<file path="src/rtl/multi_channel_edge_detector.sv">
// Multi-channel glitch-filtered edge detector: per channel sync -> filter -> level
// -> edge qualify, with one-cycle rise/fall pulses, sticky flags and saturating counters.
module multi_channel_edge_detector #(
  parameter int CH          = 4,
  parameter int SYNC_STAGES = 2,
  parameter int FILT_LEN    = 3,
  parameter int CNT_W       = 8
) (
  input  logic                  clk,
  input  logic                  rst,
  input  logic [CH-1:0]         din,
  input  logic [2*CH-1:0]       mode,
  input  logic [CH-1:0]         clr,
  output logic [CH-1:0]         rise,
  output logic [CH-1:0]         fall,
  output logic [CH-1:0]         pulse,
  output logic [CH-1:0]         sticky,
  output logic [CH*CNT_W-1:0]   count,
  output logic                  any_event
);

  localparam int FW = (FILT_LEN > 1) ? $clog2(FILT_LEN) : 1;
  localparam logic [FW-1:0] FILT_LAST = FW'(FILT_LEN - 1);

  for (genvar i = 0; i < CH; i++) begin : g_ch
    logic             synced;
    logic             level_q;
    logic [FW-1:0]    filt_q;
    logic             rise_q;
    logic             fall_q;
    logic             pulse_q;
    logic             sticky_q;
    logic [CNT_W-1:0] cnt_q;
    logic [1:0]       ch_mode;
    logic             flip;

    if (SYNC_STAGES == 0) begin : g_nosync
      assign synced = din[i];
    end else begin : g_sync
      logic [SYNC_STAGES-1:0] sync_q;
      always_ff @(posedge clk) begin
        if (!rst) begin
          sync_q <= '0;
        end else begin
          sync_q[0] <= din[i];
          for (int k = 1; k < SYNC_STAGES; k++) sync_q[k] <= sync_q[k-1];
        end
      end
      assign synced = sync_q[SYNC_STAGES-1];
    end

    assign ch_mode = mode[2*i +: 2];
    // Level flips on the edge where the mismatch run would reach FILT_LEN.
    assign flip    = (synced != level_q) && (filt_q == FILT_LAST);

    always_ff @(posedge clk) begin
      if (!rst) begin
        level_q  <= 1'b0;
        filt_q   <= '0;
        rise_q   <= 1'b0;
        fall_q   <= 1'b0;
        pulse_q  <= 1'b0;
        sticky_q <= 1'b0;
        cnt_q    <= '0;
      end else begin
        if (synced == level_q || flip) filt_q <= '0;
        else                           filt_q <= filt_q + 1'b1;
        if (flip) level_q <= ~level_q;
        rise_q  <= flip && !level_q && ch_mode[0];
        fall_q  <= flip &&  level_q && ch_mode[1];
        pulse_q <= flip && (level_q ? ch_mode[1] : ch_mode[0]);
        // A pulse coinciding with clr survives the clear so no event is lost.
        if (clr[i])       sticky_q <= pulse_q;
        else if (pulse_q) sticky_q <= 1'b1;
        if (clr[i])                         cnt_q <= CNT_W'(pulse_q);
        else if (pulse_q && (cnt_q != '1))  cnt_q <= cnt_q + 1'b1;
      end
    end

    assign rise[i]                   = rise_q;
    assign fall[i]                   = fall_q;
    assign pulse[i]                  = pulse_q;
    assign sticky[i]                 = sticky_q;
    assign count[CNT_W*i +: CNT_W]   = cnt_q;
  end

  assign any_event = |pulse;

endmodule

</file>
<file path="config.mk">
export PLATFORM = sky130hd
export DESIGN_NAME = multi_channel_edge_detector
export DESIGN_NICKNAME = d
export VERILOG_FILES = /design/src/rtl/multi_channel_edge_detector.sv
export SDC_FILE = /design/constraint.sdc
export NUM_CORES = 1
export LEC_CHECK = 0
export CORE_ASPECT_RATIO = 0.6
export CORE_MARGIN = 2
export CORE_UTILIZATION = 55
export CTS_BUF_LIST = sky130_fd_sc_hd__clkbuf_8
export CTS_CLUSTER_DIAMETER = 120
export CTS_CLUSTER_SIZE = 12
export DETAILED_ROUTE_END_ITERATION = 16
export GPL_ROUTABILITY_DRIVEN = 0
export HOLD_SLACK_MARGIN = 0.06
export PLACE_DENSITY = 0.93
export SLEW_MARGIN = 20
export SYNTH_ARGS = -nofsm -noshare
export SYNTH_HDL_FRONTEND = slang
export SYNTH_SLANG_ARGS = --single-unit
</file>
<file path="constraint.sdc">
create_clock -name clk -period 3.2 [get_ports clk]
set_clock_uncertainty 0.15 [all_clocks]
set_input_delay 0.64 -clock clk [delete_from_list [all_inputs] [get_ports clk]]
set_output_delay 0.64 -clock clk [all_outputs]
set_load 0.02 [all_outputs]
</file>
* Word-level counts from Yosys, hierarchy flattened
Index checks and enable logic that the tools add are counted.
Storage, ports and cells: flip-flop bits (word level) 68, bits of input ports 18, output and inout port bits 49, word-level logic and storage cells 138
Cells by class: add/subtract/negate cells 8, equal/unequal tests 16, muxes and demuxes 20, bitwise gates (word level) 5, reduce and logical (&&, ||, !) cells 53
Operator list (count):
- adder 8 x 1 -> 8 bit (second input constant) | 4
- inequality test 8 bit (second input constant) | 4
- logical AND 1 bit | 28
- 2-to-1 mux 1 bit | 20
- nonzero test 2 bit | 8
- OR reduction 2 bit | 8
- adder 2 x 1 -> 2 bit (second input constant) | 4
- == test 2 bit (second input constant) | 4
- NOT 1 bit | 5
- == test 1 bit | 4
- logical NOT 1 bit | 4
- logical OR 1 bit | 4
- inequality test 1 bit | 4
- OR reduction 4 bit | 1

* Logic depth before layout (Yosys ltp)
depth in word-level cells 4, gate-level depth with buffers 5

* Least setup slack after synthesis
No wires, ideal clock.
path type flip-flop to flip-flop, start point reg g_ch[0].cnt_q[0], end point reg g_ch[0].cnt_q[0], data arrival time 1652 ps, data required time 2930 ps, setup slack 1278 ps, cell stages (with the launch flop) 6, path buffers 0, period minus slack after synthesis 1922 ps, cells stage by stage dfxtp_1 -> ha_1 -> nand3_2 -> or3_4 -> and3b_1 -> o31a_1
Between the ends: longest elaborated chain between the ends 3, elaborated cells between the ends (all ways) 6, those cells by class 1 x add/sub; 1 x eq/ne; 2 x mux; 2 x reduce/logical
Ends and longest elaborated chain:
- start, declared | RTL line 33 | logic [CNT_W-1:0] cnt_q;
- start signal, assigned | RTL line 75 | if (clr[i]) cnt_q <= CNT_W'(pulse_q);
- start signal, assigned | RTL line 76 | else if (pulse_q && (cnt_q != '1)) cnt_q <= cnt_q + 1'b1;
- adder 8 x 1 -> 8 bit or inequality test 8 bit (tied branches) | RTL line 76
- 2-to-1 mux 1 bit or logical AND 1 bit (tied branches) | RTL line 76
- 2-to-1 mux 1 bit or nonzero test 2 bit (tied branches)
Several ways; a longest one is shown, not always the timed one. The select of a mux whose other input is x is not followed. A chain may end at the register's enable or synchronous reset.

* Worst setup path in the final report
start point reg g_ch[3].pulse_q, end point out any_event
Between the ends: longest elaborated chain between the ends 1
Ends and longest elaborated chain:
- start, declared | RTL line 31 | logic pulse_q;
- start signal, assigned | RTL line 71 | pulse_q <= flip && (level_q ? ch_mode[1] : ch_mode[0]);
- OR reduction 4 bit | RTL line 87 | assign any_event = |pulse;
- end, declared | RTL line 19 | output logic any_event
Every way passes these cells.

==> flow_summary_export.csv <==
group,metric,value,unit
timing,timing.setup.tns,0,ps
placement,place_ws,911,ps
clock_tree,maximum_count_of_clock_buffers_along_a_single_path,2,
floorplan,core_area,0.00510,mm^2
yosys,synthesis.nets,343,
power_and_ir_drop,worst_ir_drop_vdd,0.000315,V
yosys,mappedNetlistArea,0.00294,mm^2
min_path,hold_depth,1,
finish,drive_above_1_share,6.90,%
detailed_routing,dr_iter_0_viols,108,
global_routing,gr-usage-all-layers,23.4,%
yosys,postSynthCellCount,317,
worst_setup_path,worstPathArrival,1850,ps
timing,relSlewSlack,75.8,%
clock_tree,post_cts.resized_instances,0,
timing,postLayoutSetupSlackWorst,562,ps
detailed_routing,drt-vias-per-instance,5.54,
finish,area.growth.synth_to_final,28.7,%
detailed_routing,drt_pre_antenna_iters,4,
yosys,synth-async-reset-ratio,0,%
yosys,seq_area_frac_synth,46.4,%
timing,final_slew_violations,0,
worst_setup_path,worstPathMaxFanout,10,
run,drv.max_cap_violation_count,0,
clock_tree,cts_tree,"done",
min_path,hp-class,"flip-flop to flip-flop",
clock_tree,clock-sinks,68,
timing,layout_worst_path_cycle_share,82.4,%
worst_setup_path,ff2ff_setup_slack,1270,ps
detailed_routing,ant_nets,0,
finish,n_antenna_cell,0,
floorplan,floorplan.die_area,0.00596,mm^2
worst_setup_path,reg2regPathDepth,5,
clock_tree,clkSlewWorstSetupHoldPaths,70,ps
floorplan,start_util,57.5,%
yosys,synth.avg_cell_area,9.26,um^2
detailed_routing,num_vias,2453,
placement,port-buffer-count,66,
min_path,hold_path.startpoint,"g_ch[3].filt_q[0]",
clock_tree,postCtsSetupBuffers,0,
detailed_routing,drc,0,
clock_tree,clk_latency,340,ps
timing,finalHoldViolations,0,
global_routing,wire_length_of_the_first_global_routing_pass,10800,um
yosys,synthDominantAreaCellType,"sky130_fd_sc_hd__dfxtp_1",
clock_tree,ctsRootBufferMaster,"sky130_fd_sc_hd__clkbuf_8",
global_routing,vias_in_the_first_global_route,2317,
yosys,netlist_top_cells_area,"sky130_fd_sc_hd__dfxtp_1 (46%), sky130_fd_sc_hd__buf_4 (4.6%), sky130_fd_sc_hd__nor2_1 (3.8%), sky130_fd_sc_hd__ha_1 (3.4%), sky130_fd_sc_hd__nand2_1 (2.8%)",
worst_setup_path,endpoint_kind,"output port",
clock_tree,cts.hold.buffers_added,0,
yosys,synth-seq-cells,68,
clock_tree,cts_max_level,3,
finish,nFillCells,363,
timing,worst_hold_slack,271,ps
power_and_ir_drop,power_per_cell_area,467,mW/mm^2
finish,sequential_cell_area,0.00136,mm^2
yosys,synth_largest_type_area_fraction,46.4,%
placement,post-place-cells,427,
yosys,prevailing_post_synth_register_cell,"sky130_fd_sc_hd__dfxtp_1",
finish,area_of_the_multi_input_gates,0.00139,mm^2
timing,min_period,2640,ps
worst_setup_path,crit_path_cell_trace,"or4_1, clkdlybuf4s50_1",
finish,fin_nets,398,
min_path,holdPathEnd,"g_ch[3].filt_q[0]",
floorplan,die_width,98.3,um
yosys,number_of_flops_mapped_to_enable_cells_by_yosys,0,
timing,maxClockFrequency,379,MHz
timing,grt_setup_unrepaired,"no",
global_routing,largest_net_degree_at_the_start_of_global_routing,34,
clock_tree,tritoncts.num_buffers,9,
floorplan,chipHeight,60.6,um
worst_setup_path,r2r_end,"g_ch[0].cnt_q[0]",
global_routing,antenna_violations_before_repair,0,
yosys,synth_cell_type_count,47,
floorplan,top_level_ports,67,
placement,detailedPlacementHpwl,4480,um
worst_setup_path,r2r_start,"g_ch[0].cnt_q[0]",
worst_setup_path,setup.worst_path.start_class,"flip-flop",
detailed_routing,wirelength,6540,um
worst_setup_path,worst_ep_required_time,2410,ps
worst_setup_path,timing.critical_path.slowest_cell_delay,560,ps
timing,tightest_slew,363,ps
worst_setup_path,critical-path-slowest-cell,"sky130_fd_sc_hd__clkdlybuf4s50_1",
global_routing,grt-ovfl-total,0,
yosys,synthesis.yosys.warnings,0,
detailed_routing,wl_per_cell,14.8,um
floorplan,row_count,20,
timing,setup_viol_count_final,0,
outcome,outcome,"finished, final reports clean",
worst_setup_path,timing_worst_setup_path_type,"flip-flop to output port",
finish,layout.cells.non_filler,443,
power_and_ir_drop,leakage,1.36,nW
-- how the worst max path moves through the flow --
stage,start,end,cells past startpoint
3_3_place_gp,g_ch[3].pulse_q,any_event,2
2_1_floorplan,g_ch[0].cnt_q[0],g_ch[0].cnt_q[0],5
4_1_cts,g_ch[3].pulse_q,any_event,2
6_report,g_ch[3].pulse_q,any_event,2
5_1_grt,g_ch[3].pulse_q,any_event,2
3_5_place_dp,g_ch[3].pulse_q,any_event,2
-- report_power, final --
group          internal [mW]  leakage, nW  switching (mW)  total, mW
clock                  0.538        0.122           0.323      0.862
combinational         0.0273        0.683          0.0210     0.0483
sequential             0.852        0.550         0.00393      0.856
-- per-stage QoR --
| step | util, % | power, mW | instance area [um^2] |
|---|---|---|---|
| floorplan | - | 0.894 | 2940 |
| CTS | 74.0 | 1.78 | 3780 |
| detailed placement | 69.1 | 0.923 | 3530 |
| global route | 74.0 | 1.83 | 3780 |
| global placement | 69.1 | 0.921 | 3530 |
| finish | 74.0 | 1.77 | 3780 |
-- critical path: cells and delay by family, from the launching register on --
| kind | cells | cell delay, ps |
|---|---|---|
| buffers and inverters | 1 | 560 |
| flip-flops | 1 | 400 |
| AND/OR/NAND/NOR | 1 | 550 |
-- cell type report --
cell class                      instances  share of cell area (%)
Multi-Input combinational cell        219                    36.8
Sequential cell                        68                    36.0
Timing Repair Buffer                   67                    17.7
Clock buffer                           10                    3.64
Clock inverter                          6                    2.95
Tap cell                               66                    2.19
Inverter                                7                   0.695
-- placed cells by master (no fill, tap or decap), types with 4 or more instances in the layout --
cell type and instances:
sky130_fd_sc_hd__a21oi_1 12, sky130_fd_sc_hd__and2_1 8, sky130_fd_sc_hd__and3_1 4, sky130_fd_sc_hd__and4_1 7
sky130_fd_sc_hd__clkbuf_8 10, sky130_fd_sc_hd__clkdlybuf4s50_1 66, sky130_fd_sc_hd__dfxtp_1 68, sky130_fd_sc_hd__ha_1 8
sky130_fd_sc_hd__inv_1 7, sky130_fd_sc_hd__mux2i_1 8, sky130_fd_sc_hd__nand2_1 22, sky130_fd_sc_hd__nand2b_1 7
sky130_fd_sc_hd__nand3_1 10, sky130_fd_sc_hd__nand3b_1 4, sky130_fd_sc_hd__nand4_1 6, sky130_fd_sc_hd__nor2_1 30
sky130_fd_sc_hd__nor2b_1 9, sky130_fd_sc_hd__nor3_1 16, sky130_fd_sc_hd__nor3b_1 4, sky130_fd_sc_hd__o21a_1 5
sky130_fd_sc_hd__o21ai_0 11, sky130_fd_sc_hd__xor2_1 9
-- cells in the mapped netlist (2+ instances only) --
library cell / n
sky130_fd_sc_hd__a21oi_1: 12
sky130_fd_sc_hd__nor2b_1: 9
sky130_fd_sc_hd__dfxtp_1: 68
sky130_fd_sc_hd__nor3b_1: 4
sky130_fd_sc_hd__nand2_1: 22
sky130_fd_sc_hd__and2_1: 8
sky130_fd_sc_hd__o211ai_1: 2
sky130_fd_sc_hd__ha_1: 8
sky130_fd_sc_hd__and4_1: 7
sky130_fd_sc_hd__or4_1: 3
sky130_fd_sc_hd__nand4_1: 6
sky130_fd_sc_hd__mux2i_1: 8
sky130_fd_sc_hd__o2111ai_1: 3
sky130_fd_sc_hd__xor2_1: 9
sky130_fd_sc_hd__buf_2: 2
sky130_fd_sc_hd__clkbuf_1: 3
sky130_fd_sc_hd__nand3b_1: 4
sky130_fd_sc_hd__o21a_1: 5
sky130_fd_sc_hd__and3_1: 4
sky130_fd_sc_hd__o21ai_1: 2
sky130_fd_sc_hd__nor3_1: 16
sky130_fd_sc_hd__inv_1: 7
sky130_fd_sc_hd__nand3_1: 10
sky130_fd_sc_hd__o31ai_1: 2
sky130_fd_sc_hd__nor2_1: 30
sky130_fd_sc_hd__nand2b_1: 7
sky130_fd_sc_hd__buf_4: 18
sky130_fd_sc_hd__a31oi_1: 3
sky130_fd_sc_hd__o31a_1: 3
sky130_fd_sc_hd__or2_2: 3
sky130_fd_sc_hd__o21ai_0: 11
sky130_fd_sc_hd__and4_2: 2
sky130_fd_sc_hd__a211oi_1: 2
-- sequential cells by signal (all words and copies together) (netlist names) --
signal	cells
g_ch.cnt_q	32
g_ch.filt_q	8
g_ch.g_sync.sync_q	8
g_ch.fall_q	4
g_ch.level_q	4
g_ch.pulse_q	4
g_ch.rise_q	4
g_ch.sticky_q	4
-- cell families (layout without fill, tap and decap cells) --
| logic type | Yosys count | count (layout) | synth area share [%] |
|---|---|---|---|
| AO/OA/AOI/OAI | 51 | 51 | 11.6 |
| adder cells (fa/ha/maj) | 8 | 8 | 3.41 |
| multiplexers | 8 | 8 | 2.73 |
| AND/OR/NAND/NOR | 142 | 142 | 26.7 |
| buffers and inverters | 30 | 90 | 6.22 |
| XOR/XNOR | 10 | 10 | 2.98 |
| flip-flops | 68 | 68 | 46.4 |
-- routing by layer --
layer  track usage (%)  vias to the layer above  wire length, um
met1              27.4                     1125             2890
met5                 0                        -                0
met3              8.87                       20              443
li1                  -                     1220                -
met4              10.4                        0              189
met2              39.7                       88             3020
Note: power is estimated with default switching activity, not from simulation.
